==> config.mk <==
export PLATFORM = sky130hd
export DESIGN_NAME = lcd_px_pacer_flat
export DESIGN_NICKNAME = d
export VERILOG_FILES = /design/src/rtl/lcd_px_pacer_if.sv /design/src/rtl/lcd_px_pacer.sv /design/src/flat_wrapper.sv
export SDC_FILE = /design/constraint.sdc
export NUM_CORES = 1
export LEC_CHECK = 0
export CAP_MARGIN = 40
export CORE_MARGIN = 3
export CORE_UTILIZATION = 45
export DETAILED_ROUTE_END_ITERATION = 7
export RECOVER_POWER = 100
export SLEW_MARGIN = 25
export SYNTH_ARGS = -nofsm -noshare
export SYNTH_HDL_FRONTEND = slang
export SYNTH_SLANG_ARGS = --single-unit
==> constraint.sdc <==
create_clock -name clk -period 3.1 [get_ports clk]
set_input_delay 0.93 -clock clk [delete_from_list [all_inputs] [get_ports clk]]
set_output_delay 0.93 -clock clk [all_outputs]
set_load 0.1 [all_outputs]
==> src/rtl/lcd_px_pacer_if.sv <==
// ---------------------------------------------------------------------------
// lcd_px_pacer_if
//   Bundles the PPU-side inputs and the LCD-driver-side outputs of
//   lcd_px_pacer. The master modport is the PPU/stimulus side and the slave
//   modport is the pacer itself.
//
//   PPU -> pacer : in_disp_on, in_hsync, in_vsync, in_px_out, in_px[1:0]
//   pacer -> LCD : disp_on, hsync, vsync, px_out, px[1:0]
//   status       : level[clog2(DEPTH):0], overflow
//   optional     : drop_count[7:0] when LCD_PX_PACER_STATS_EN is defined
// ---------------------------------------------------------------------------
interface lcd_px_pacer_if #(
    parameter int DEPTH = 16
);
    localparam int LW = $clog2(DEPTH) + 1;

    logic          in_disp_on;
    logic          in_hsync;
    logic          in_vsync;
    logic          in_px_out;
    logic [1:0]    in_px;

    logic          disp_on;
    logic          hsync;
    logic          vsync;
    logic          px_out;
    logic [1:0]    px;
    logic [LW-1:0] level;
    logic          overflow;
`ifdef LCD_PX_PACER_STATS_EN
    logic [7:0]    drop_count;
`endif

    modport master (
        output in_disp_on, in_hsync, in_vsync, in_px_out, in_px,
        input  disp_on, hsync, vsync, px_out, px, level,
`ifdef LCD_PX_PACER_STATS_EN
        input  drop_count,
`endif
        input  overflow
    );

    modport slave (
        input  in_disp_on, in_hsync, in_vsync, in_px_out, in_px,
        output disp_on, hsync, vsync, px_out, px, level,
`ifdef LCD_PX_PACER_STATS_EN
        output drop_count,
`endif
        output overflow
    );
endinterface

==> src/rtl/lcd_px_pacer.sv <==
// ---------------------------------------------------------------------------
// lcd_px_pacer
//   Elastic buffer between the PPU pixel output and the LCD panel driver.
//   Pixels and hsync/vsync events are queued as 4-bit tokens {kind, px} in
//   arrival order and replayed as registered single-cycle strobes. After
//   every emitted pixel the output is held idle for GAP cycles. After the
//   display is enabled nothing is queued until the first vsync, so the
//   driver always starts on a frame boundary.
//
//   Parameters
//     DEPTH  FIFO entries (power of two, 4..64)
//     GAP    idle cycles forced after each pixel strobe (0..15)
//
//   Ports
//     clk    clock
//     reset  synchronous, active-high reset
//     bus    lcd_px_pacer_if.slave (PPU inputs, LCD strobes, level,
//            overflow, and drop_count when enabled)
//
//   Build option
//     LCD_PX_PACER_STATS_EN  adds a saturating 8-bit dropped-token counter
//                            (bus.drop_count).
// ---------------------------------------------------------------------------
module lcd_px_pacer #(
    parameter int DEPTH = 16,
    parameter int GAP   = 1
) (
    input  logic          clk,
    input  logic          reset,
    lcd_px_pacer_if.slave bus
);
    localparam int AW = $clog2(DEPTH);
    localparam int LW = AW + 1;

    localparam logic [1:0] K_VSYNC = 2'd1;
    localparam logic [1:0] K_HSYNC = 2'd2;
    localparam logic [1:0] K_PIXEL = 2'd3;

    typedef enum logic [1:0] {
        ST_OFF      = 2'd0,
        ST_SYNCWAIT = 2'd1,
        ST_RUN      = 2'd2
    } state_t;

    state_t        state_q, state_d;
    logic [LW-1:0] wr_cnt_q, wr_cnt_d;
    logic [LW-1:0] rd_cnt_q, rd_cnt_d;
    logic [3:0]    gap_q, gap_d;
    logic          disp_on_q;
    logic          vsync_q, vsync_d;
    logic          hsync_q, hsync_d;
    logic          px_out_q, px_out_d;
    logic [1:0]    px_q, px_d;
    logic          overflow_q, overflow_d;

    logic [3:0]    mem [DEPTH];

    logic [LW-1:0] level;
    logic          empty;
    logic          full;
    logic [3:0]    head;
    logic          pop;
    logic          push_en;
    logic          push_req;
    logic [3:0]    push_tok;
    logic [1:0]    n_in;

`ifdef LCD_PX_PACER_STATS_EN
    logic [7:0]    drop_q, drop_d;
    logic [1:0]    n_drop;

    function automatic logic [7:0] sat_add8(input logic [7:0] a, input logic [1:0] b);
        logic [8:0] s;
        s = {1'b0, a} + {7'b0, b};
        return s[8] ? 8'hFF : s[7:0];
    endfunction
`endif

    // Counts are one bit wider than the address so a full FIFO is
    // distinguishable from an empty one.
    assign level = wr_cnt_q - rd_cnt_q;
    assign empty = (level == '0);
    assign full  = (level == LW'(DEPTH));
    assign head  = mem[rd_cnt_q[AW-1:0]];
    assign n_in  = {1'b0, bus.in_vsync} + {1'b0, bus.in_hsync} + {1'b0, bus.in_px_out};

    always_comb begin
        state_d    = state_q;
        wr_cnt_d   = wr_cnt_q;
        rd_cnt_d   = rd_cnt_q;
        gap_d      = (gap_q != 4'd0) ? gap_q - 4'd1 : 4'd0;
        vsync_d    = 1'b0;
        hsync_d    = 1'b0;
        px_out_d   = 1'b0;
        px_d       = px_q;
        overflow_d = overflow_q;
        pop        = 1'b0;
        push_en    = 1'b0;
        push_req   = 1'b0;
        push_tok   = 4'd0;
`ifdef LCD_PX_PACER_STATS_EN
        drop_d     = drop_q;
        n_drop     = 2'd0;
`endif

        if (!bus.in_disp_on) begin
            // Display disabled: discard everything, no drain.
            state_d  = ST_OFF;
            wr_cnt_d = '0;
            rd_cnt_d = '0;
            gap_d    = 4'd0;
        end else begin
            case (state_q)
                ST_OFF: begin
                    state_d    = ST_SYNCWAIT;
                    overflow_d = 1'b0;
`ifdef LCD_PX_PACER_STATS_EN
                    drop_d     = 8'd0;
`endif
                end
                default: begin
                    pop = !empty && (gap_q == 4'd0);
                    if (pop) begin
                        rd_cnt_d = rd_cnt_q + LW'(1);
                        case (head[3:2])
                            K_VSYNC: vsync_d = 1'b1;
                            K_HSYNC: hsync_d = 1'b1;
                            K_PIXEL: begin
                                px_out_d = 1'b1;
                                px_d     = head[1:0];
                                gap_d    = 4'(GAP);
                            end
                            default: ;
                        endcase
                    end

                    if (state_q == ST_SYNCWAIT) begin
                        // Only a vsync may open the stream.
                        if (bus.in_vsync) begin
                            push_req = 1'b1;
                            push_tok = {K_VSYNC, 2'b00};
                            state_d  = ST_RUN;
                        end
                    end else begin
                        push_req = (n_in != 2'd0);
                        if (bus.in_vsync)      push_tok = {K_VSYNC, 2'b00};
                        else if (bus.in_hsync) push_tok = {K_HSYNC, 2'b00};
                        else                   push_tok = {K_PIXEL, bus.in_px};
                        if (n_in > 2'd1) begin
                            overflow_d = 1'b1;
`ifdef LCD_PX_PACER_STATS_EN
                            n_drop     = n_in - 2'd1;
`endif
                        end
                    end

                    if (push_req) begin
                        // A same-cycle pop frees the slot the push needs.
                        if (full && !pop) begin
                            overflow_d = 1'b1;
`ifdef LCD_PX_PACER_STATS_EN
                            n_drop     = n_drop + 2'd1;
`endif
                        end else begin
                            push_en  = 1'b1;
                            wr_cnt_d = wr_cnt_q + LW'(1);
                        end
                    end
`ifdef LCD_PX_PACER_STATS_EN
                    if (n_drop != 2'd0) drop_d = sat_add8(drop_q, n_drop);
`endif
                end
            endcase
        end
    end

    always_ff @(posedge clk) begin
        if (reset) begin
            state_q    <= ST_OFF;
            wr_cnt_q   <= '0;
            rd_cnt_q   <= '0;
            gap_q      <= 4'd0;
            disp_on_q  <= 1'b0;
            vsync_q    <= 1'b0;
            hsync_q    <= 1'b0;
            px_out_q   <= 1'b0;
            px_q       <= 2'd0;
            overflow_q <= 1'b0;
        end else begin
            state_q    <= state_d;
            wr_cnt_q   <= wr_cnt_d;
            rd_cnt_q   <= rd_cnt_d;
            gap_q      <= gap_d;
            disp_on_q  <= bus.in_disp_on;
            vsync_q    <= vsync_d;
            hsync_q    <= hsync_d;
            px_out_q   <= px_out_d;
            px_q       <= px_d;
            overflow_q <= overflow_d;
        end
    end

    // Token storage carries no reset; occupancy is tracked by the counts.
    always_ff @(posedge clk) begin
        if (push_en) begin
            mem[wr_cnt_q[AW-1:0]] <= push_tok;
        end
    end

`ifdef LCD_PX_PACER_STATS_EN
    always_ff @(posedge clk) begin
        if (reset) drop_q <= 8'd0;
        else       drop_q <= drop_d;
    end
    assign bus.drop_count = drop_q;
`endif

    assign bus.disp_on  = disp_on_q;
    assign bus.vsync    = vsync_q;
    assign bus.hsync    = hsync_q;
    assign bus.px_out   = px_out_q;
    assign bus.px       = px_q;
    assign bus.level    = level;
    assign bus.overflow = overflow_q;
endmodule
==> src/flat_wrapper.sv <==
// flat-port wrapper written by rule: the top's interface ports become plain ports
module lcd_px_pacer_flat 
#(
    parameter int DEPTH = 16,
    parameter int GAP   = 1
)
  (clk, reset, bus_in_disp_on, bus_in_hsync, bus_in_vsync, bus_in_px_out, bus_in_px, bus_disp_on, bus_hsync, bus_vsync, bus_px_out, bus_px, bus_level, bus_overflow);
  lcd_px_pacer_if #(.DEPTH(DEPTH)) bus_i ();
  input  logic clk;
  input  logic reset;
  input wire logic [$bits(bus_i.in_disp_on)-1:0] bus_in_disp_on;
  input wire logic [$bits(bus_i.in_hsync)-1:0] bus_in_hsync;
  input wire logic [$bits(bus_i.in_vsync)-1:0] bus_in_vsync;
  input wire logic [$bits(bus_i.in_px_out)-1:0] bus_in_px_out;
  input wire logic [$bits(bus_i.in_px)-1:0] bus_in_px;
  output wire logic [$bits(bus_i.disp_on)-1:0] bus_disp_on;
  output wire logic [$bits(bus_i.hsync)-1:0] bus_hsync;
  output wire logic [$bits(bus_i.vsync)-1:0] bus_vsync;
  output wire logic [$bits(bus_i.px_out)-1:0] bus_px_out;
  output wire logic [$bits(bus_i.px)-1:0] bus_px;
  output wire logic [$bits(bus_i.level)-1:0] bus_level;
  output wire logic [$bits(bus_i.overflow)-1:0] bus_overflow;
  assign bus_i.in_disp_on = bus_in_disp_on;
  assign bus_i.in_hsync = bus_in_hsync;
  assign bus_i.in_vsync = bus_in_vsync;
  assign bus_i.in_px_out = bus_in_px_out;
  assign bus_i.in_px = bus_in_px;
  assign bus_disp_on = bus_i.disp_on;
  assign bus_hsync = bus_i.hsync;
  assign bus_vsync = bus_i.vsync;
  assign bus_px_out = bus_i.px_out;
  assign bus_px = bus_i.px;
  assign bus_level = bus_i.level;
  assign bus_overflow = bus_i.overflow;
  lcd_px_pacer #(.DEPTH(DEPTH), .GAP(GAP)) u_core (.clk(clk), .reset(reset), .bus(bus_i));
endmodule
======== Word-level counts from Yosys, hierarchy flattened ========
Memories as Yosys holds them, arrays and structs flattened. A register that Yosys moved wholly into a read port is not among the register bits.
Cells that the tools add are included.
word-level totals
  input port bits ......................... 8
  register bits after elaboration ......... 23
  RAM bits ................................ 64
  output and inout port bits .............. 12
  memories ................................ 1
  logic and storage cells ................. 80
memory list
  memory      depth  bits a word  rd ports  clocked after memory_dff  write ports  RTL line            source
  u_core.mem  16     4            1         1                         1            lcd_px_pacer.sv:56  logic [3:0] mem [DEPTH];
cells by class
  magnitude comparators ................... 1
  reductions and logical operators ........ 19
  equal/unequal tests ..................... 5
  mux-type cells .......................... 33
  bitwise logic cells ..................... 4
  add/subtract/negate cells ............... 6
operators by type and width
  operator                                                                          number
  4-bit 2-to-1 mux                                                                  10
  1-bit 2-to-1 mux                                                                  21
  5-bit by 1-bit adder with 5-bit output (second input constant)                    2
  3-bit 2-to-1 mux                                                                  2
  2-bit AND reduction                                                               3
  2-bit nonzero test                                                                3
  5-bit == test (second input constant)                                             1
  5-bit zero test                                                                   1
  5-bit subtractor                                                                  1
  2-bit by 1-bit == test with 1-bit output (second input constant)                  2
  2-bit == test (second input constant)                                             2
  4-bit zero test                                                                   1
  1-bit inverter                                                                    4
  4-bit AND reduction                                                               1
  4-bit nonzero test                                                                1
  4-bit OR reduction                                                                1
  4-bit by 1-bit subtractor with 4-bit output (second input constant)               1
  3-bit AND reduction                                                               1
  3-bit OR reduction                                                                1
  1-bit by 1-bit adder with 2-bit output                                            1
  2-bit by 1-bit adder with 2-bit output                                            1
  2-bit by 1-bit greater-than comparator with 1-bit output (second input constant)  1
  1-bit logical AND                                                                 2
  1-bit zero test                                                                   2
  2 further kinds                                                                   2

======== Logic depth before layout (Yosys ltp) ========
  depth in word-level cells ............... 12
  depth in mapped cells ................... 11
  depth with buffers taken out ............ 10

======== Worst setup path after synthesis ========
No wires, ideal clock.
  path kind ............................... reg-to-reg
  start ................................... register u_core.wr_cnt_q[0]
  end ..................................... memory u_core.mem[5][0] (enable)
  required time ........................... 2.721 ns
  library setup time ...................... 0.379 ns
  path slack .............................. -1.169 ns
  cell stages (with the launch flop) ...... 11
  path buffers ............................ 1
  arrival time ............................ 3.890 ns
  period minus slack after synthesis ...... 4.269 ns
  cells stage by stage .................... dfxtp_1 > inv_1 > ha_1 > inv_1 > fa_1 > xor2_1 > or3_1 > a2111oi_4 > a21o_2 > buf_6 > nor4b_1
on the way
  word-level cells in the longest chain between the ends .. 12
  elaborated cells between the ends (all ways) .. 13
ends and longest elaborated chain
  what                                      RTL line             source
  start: declaration                        lcd_px_pacer.sv:46   logic [LW-1:0] wr_cnt_q, wr_cnt_d;
  start signal: assignment                  lcd_px_pacer.sv:191  wr_cnt_q <= wr_cnt_d;
  5-bit subtractor *                        lcd_px_pacer.sv:81   assign level = wr_cnt_q - rd_cnt_q;
  net bus_level[2]                          flat_wrapper.sv:21   output wire logic [$bits(bus_i.level)-1:0] bus_level;
  5-bit zero test                           lcd_px_pacer.sv:82   assign empty = (level == '0);
  1-bit zero test                           lcd_px_pacer.sv:122  pop = !empty && (gap_q == 4'd0);
  1-bit logical AND                         lcd_px_pacer.sv:122
  1-bit zero test                           lcd_px_pacer.sv:159  if (full && !pop) begin
  1-bit logical AND *                       lcd_px_pacer.sv:159
  1-bit 2-to-1 mux *                        lcd_px_pacer.sv:159
  1-bit 2-to-1 mux *                        lcd_px_pacer.sv:157  if (push_req) begin
  1-bit 2-to-1 mux *                        lcd_px_pacer.sv:113  case (state_q)
  1-bit 2-to-1 mux *                        lcd_px_pacer.sv:106  if (!bus.in_disp_on) begin
  1-bit 2-to-1 mux *                        lcd_px_pacer.sv:205  if (push_en) begin
  1-bit 2-to-1 mux (implied by the code) *  lcd_px_pacer.sv:206  mem[wr_cnt_q[AW-1:0]] <= push_tok;
  end: declaration                          lcd_px_pacer.sv:56
Mark *: on every way through the listed nets, which the timed path passes. The rest lies on a longest branch.

======== Final worst setup path ========
  start ................................... input port bus_in_hsync
  end ..................................... memory u_core.mem[6][1] (enable)
on the way
  word-level cells in the longest chain between the ends .. 11
ends and longest elaborated chain
  what                                    RTL line             source
  start: declaration                      flat_wrapper.sv:12   input wire logic [$bits(bus_i.in_hsync)-1:0] bus_in_hsync;
  1-bit by 1-bit adder with 2-bit output  lcd_px_pacer.sv:85   assign n_in = {1'b0, bus.in_vsync} + {1'b0, bus.in_hsync} + {1'b0, bus.in_px_out};
  2-bit by 1-bit adder with 2-bit output  lcd_px_pacer.sv:85
  2-bit nonzero test                      lcd_px_pacer.sv:145  push_req = (n_in != 2'd0);
  1-bit 2-to-1 mux                        lcd_px_pacer.sv:137  if (state_q == ST_SYNCWAIT) begin
  1-bit 2-to-1 mux                        lcd_px_pacer.sv:113
  1-bit 2-to-1 mux                        lcd_px_pacer.sv:106
  1-bit 2-to-1 mux                        lcd_px_pacer.sv:157
  1-bit 2-to-1 mux                        lcd_px_pacer.sv:113
  1-bit 2-to-1 mux                        lcd_px_pacer.sv:106
  1-bit 2-to-1 mux                        lcd_px_pacer.sv:205
  1-bit 2-to-1 mux (implied by the code)  lcd_px_pacer.sv:206
Every way passes these cells. The select of a mux whose other input is x is not followed.

==> flow_summary.toml <==
[outcome]
status = "completed"

[clock_network]
cts.sinks = 91
cts_tree = "built"
clkTransAtPathRegs_ns = 0.09
cts_buffers = 9
cts_buffer_depth = 2
clkLatencyLatePin_ns = 0.35
postCtsHoldBufs = 0
root_buffer = "clkbuf_8"
htree_num_levels = 3
cts_setup_buffers = 0

[detailed_routing]
final_antenna_net_count = 0
vias = 2415
routedWlPerCell_um = 19.1
via_per_inst = 5.53
drt_iter0_markers = 106
routed_wl_mm = 8.34
drcViolationCount = 0
firstDrtPassIters = 4

[timing]
period_needed_ns = 3.04
rsz0062_at_grt = "false"
slew_violations = 0
fmax_mhz = 329
maxSlewHeadroom = 0.189
finClkSkew_ns = 0.00864
postLayoutSetupSlackWorst_ns = 0.0582
worst_pin_slew_ns = 1.22
hold_ws_ns = 0.479
min_period_over_period = 0.981
finalSetupViolations = 0
hold_viol = 0

[power_and_ir_drop]
power.switching_mw = 0.515
worst_ir_drop_vdd_mv = 0.276
cell_internal_pwr_mw = 1.64
power.total_mw = 2.15
clkPwrFrac = 0.354
seqPwrFrac = 0.601
p_leak_nw = 1.48
comb_power_share = 0.045
cellPowerDensity_nw_per_um2 = 471
switching_share = 0.239

[floorplanning]
io_pins = 20
rows = 33
die_x_um = 99.9
core_area_um2 = 8380
start_util = 0.473
die_h_um = 99.9
die_area_um2 = 9970

[synthesis]
synth_top_family_by_area = "simple AND/OR/NAND/NOR gates"
synth_compound_area_frac = 0.0717
yosys-top-cells-area = "edfxtp_1 (48%), dfxtp_1 (14%), mux4_2 (10%), ha_1 (2.8%), a21oi_1 (1.6%)"
yosys.area.top_type_share = 0.485
yosysSeqAreaShare = 0.621
ys_seq_elements = 91
synth_area_um2 = 3960
synthXorXnorAreaFrac = 0.00663
synth_nets = 293
synth.largest_area_cell = "edfxtp_1"
synthMuxAreaShare = 0.110
synth-simple-area-share = 0.116
synthAdderAreaFrac = 0.0385
synth.yosys.warnings = 0
synth_cell_types = 50
netlist_instances = 274
avgSynthCellArea_um2 = 14.5

[setup_path]
arrival_ns = 3.10
crit_required_ns = 3.16
worstSetupEndpointType = "flop"
setup.worst_path.class = "in2reg"
crit_fanout = 22
r2r_cells = 9
critPathLaunchType = "input pin"

[finish]
syn_to_final_growth_pct = 15.4
n_antenna_cell = 0
layout.cells.non_filler = 437
drive_gt1_frac = 0.226
nets = 346

[grt]
antenna_found_initial = 0
grt_pass1_vias = 2458
grt_max_degree = 23
grt-ovfl-total = 0
grt_usage = 0.182
grt_first_pass_wirelength_mm = 13.4

[place]
place_inst = 421
pre_cts_ws_ns = -0.280
hpwl_mm = 6.07
gp_congestion = 0.749
port_buffers = 19

[hold_path]
hp-class = "reg2reg"
hold_depth = 2

[flow_run]
max_cap_violations = 0
-- stage by stage --
| step | utilization | setup TNS, ns | cell area, um2 |
|---|---|---|---|
| detailed placement | 0.547 | -11.29 | 4580 |
| global placement | 0.547 | -10.85 | 4580 |
| floorplan | - | -2.24 | 4060 |
| global route | 0.546 | 0 | 4570 |
| CTS | 0.571 | 0 | 4780 |
| finish | 0.546 | 0 | 4570 |
-- power groups by stage --
stage               Combinational, mW  Sequential [mW]  Clock, mW
finish                         0.0971             1.29      0.763
global route                    0.106             1.29      0.842
CTS                             0.108             1.29      0.790
detailed placement              0.107             1.32          0
global placement                0.107             1.32          0
floorplan                      0.0583             1.33          0
-- repair_timing --
| action | 4_1_cts | 5_1_grt |
|---|---|---|
| gates cloned | 0 | 0 |
| endpoints found under the setup margin | 9 | 1 |
| resized for setup | 3 | 3 |
-- registers in the layout, indices dropped and copies added, names as in the netlist, named ones only --
register	count
u_core.bus.vsync	1
u_core.bus.disp_on	1
u_core.state_q	2
u_core.bus.px	2
u_core.bus.overflow	1
u_core.mem	64
u_core.bus.hsync	1
u_core.wr_cnt_q	5
u_core.bus.px_out	1
u_core.gap_q	4
u_core.rd_cnt_q	5
-- routing by layer --
layer / part of all wire / routed length (um) / track usage / vias up
li1: - / - / - / 1154
met1: 0.47 / 3930 / 0.256 / 1226
met2: 0.49 / 4090 / 0.286 / 31
met3: 0.028 / 237 / 0.0486 / 4
met4: 0.0090 / 75 / 0.0431 / 0
met5: 0 / 0 / 0 / -
-- placed cells by master, fill, tap and decap left out, types with 6 or more instances in the layout --
cell and n:
ha_1 8, a21oi_1 14, dfxtp_1 25, nand3_1 8
clkbuf_8 9, mux4_2 18, edfxtp_1 64, buf_4 11
nor4_1 6, inv_1 15, or3_1 7, o21ai_0 8
nor2_1 11, clkbuf_1 26, nand2_1 16
-- critical path, stage by stage --
cell           delay, ns
dlygate4sd3_1       0.56
fa_1                0.50
nor2_1              0.05
a21o_1              0.19
a21o_4              0.27
nor4b_1             0.36
clkbuf_2            0.23
-- layout make-up --
type | count | area [um2]
Fill cell | 734 | 3810
Sequential cell | 91 | 2460
Multi-Input combinational cell | 156 | 1390
Timing Repair Buffer | 54 | 338
Tap cell | 105 | 131
Clock buffer | 9 | 124
Clock inverter | 7 | 67.6
Inverter | 15 | 56.3
-- cell families after synthesis --
kind of cell | after synthesis
muxes | 21
and+or+nand+nor | 81
AOI/OAI and AO/OA | 40
DFF | 91
buffers and inverters | 27
adders and majority gates | 11
xor gates and xnor gates | 3
-- Yosys cell counts, drive strengths merged --
cell type,count
mux4,18
nor4,8
a21oi,16
o21ai,11
or3,8
nor4b,4
edfxtp,64
fa,2
and2,1
nand3b,1
a31oi,1
o31ai,2
a211oi,1
a2bb2oi,1
o311a,1
dfxtp,27
buf,9
xor2,3
nand3,8
a21o,3
nor2,12
nor2b,3
nor3b,2
and3b,1
nand2,16
a22oi,2
nor3,5
mux2i,3
or2,2
nand2b,5
clkbuf,3
ha,9
and3,3
or4,2
a41oi,1
a2111oi,1
inv,15
-- final timing paths --
path	start	to	slack, ns
setup / recovery	bus_in_hsync	u_core.mem[6][1]	0.06
hold reg to reg	u_core.bus.px[1]	u_core.bus.px[1]	0.48
setup reg to reg	u_core.wr_cnt_q[0]	u_core.mem[13][2]	0.22
hold / removal	u_core.bus.px[1]	u_core.bus.px[1]	0.48
No activity file was read; power rests on OpenSTA's default activity.
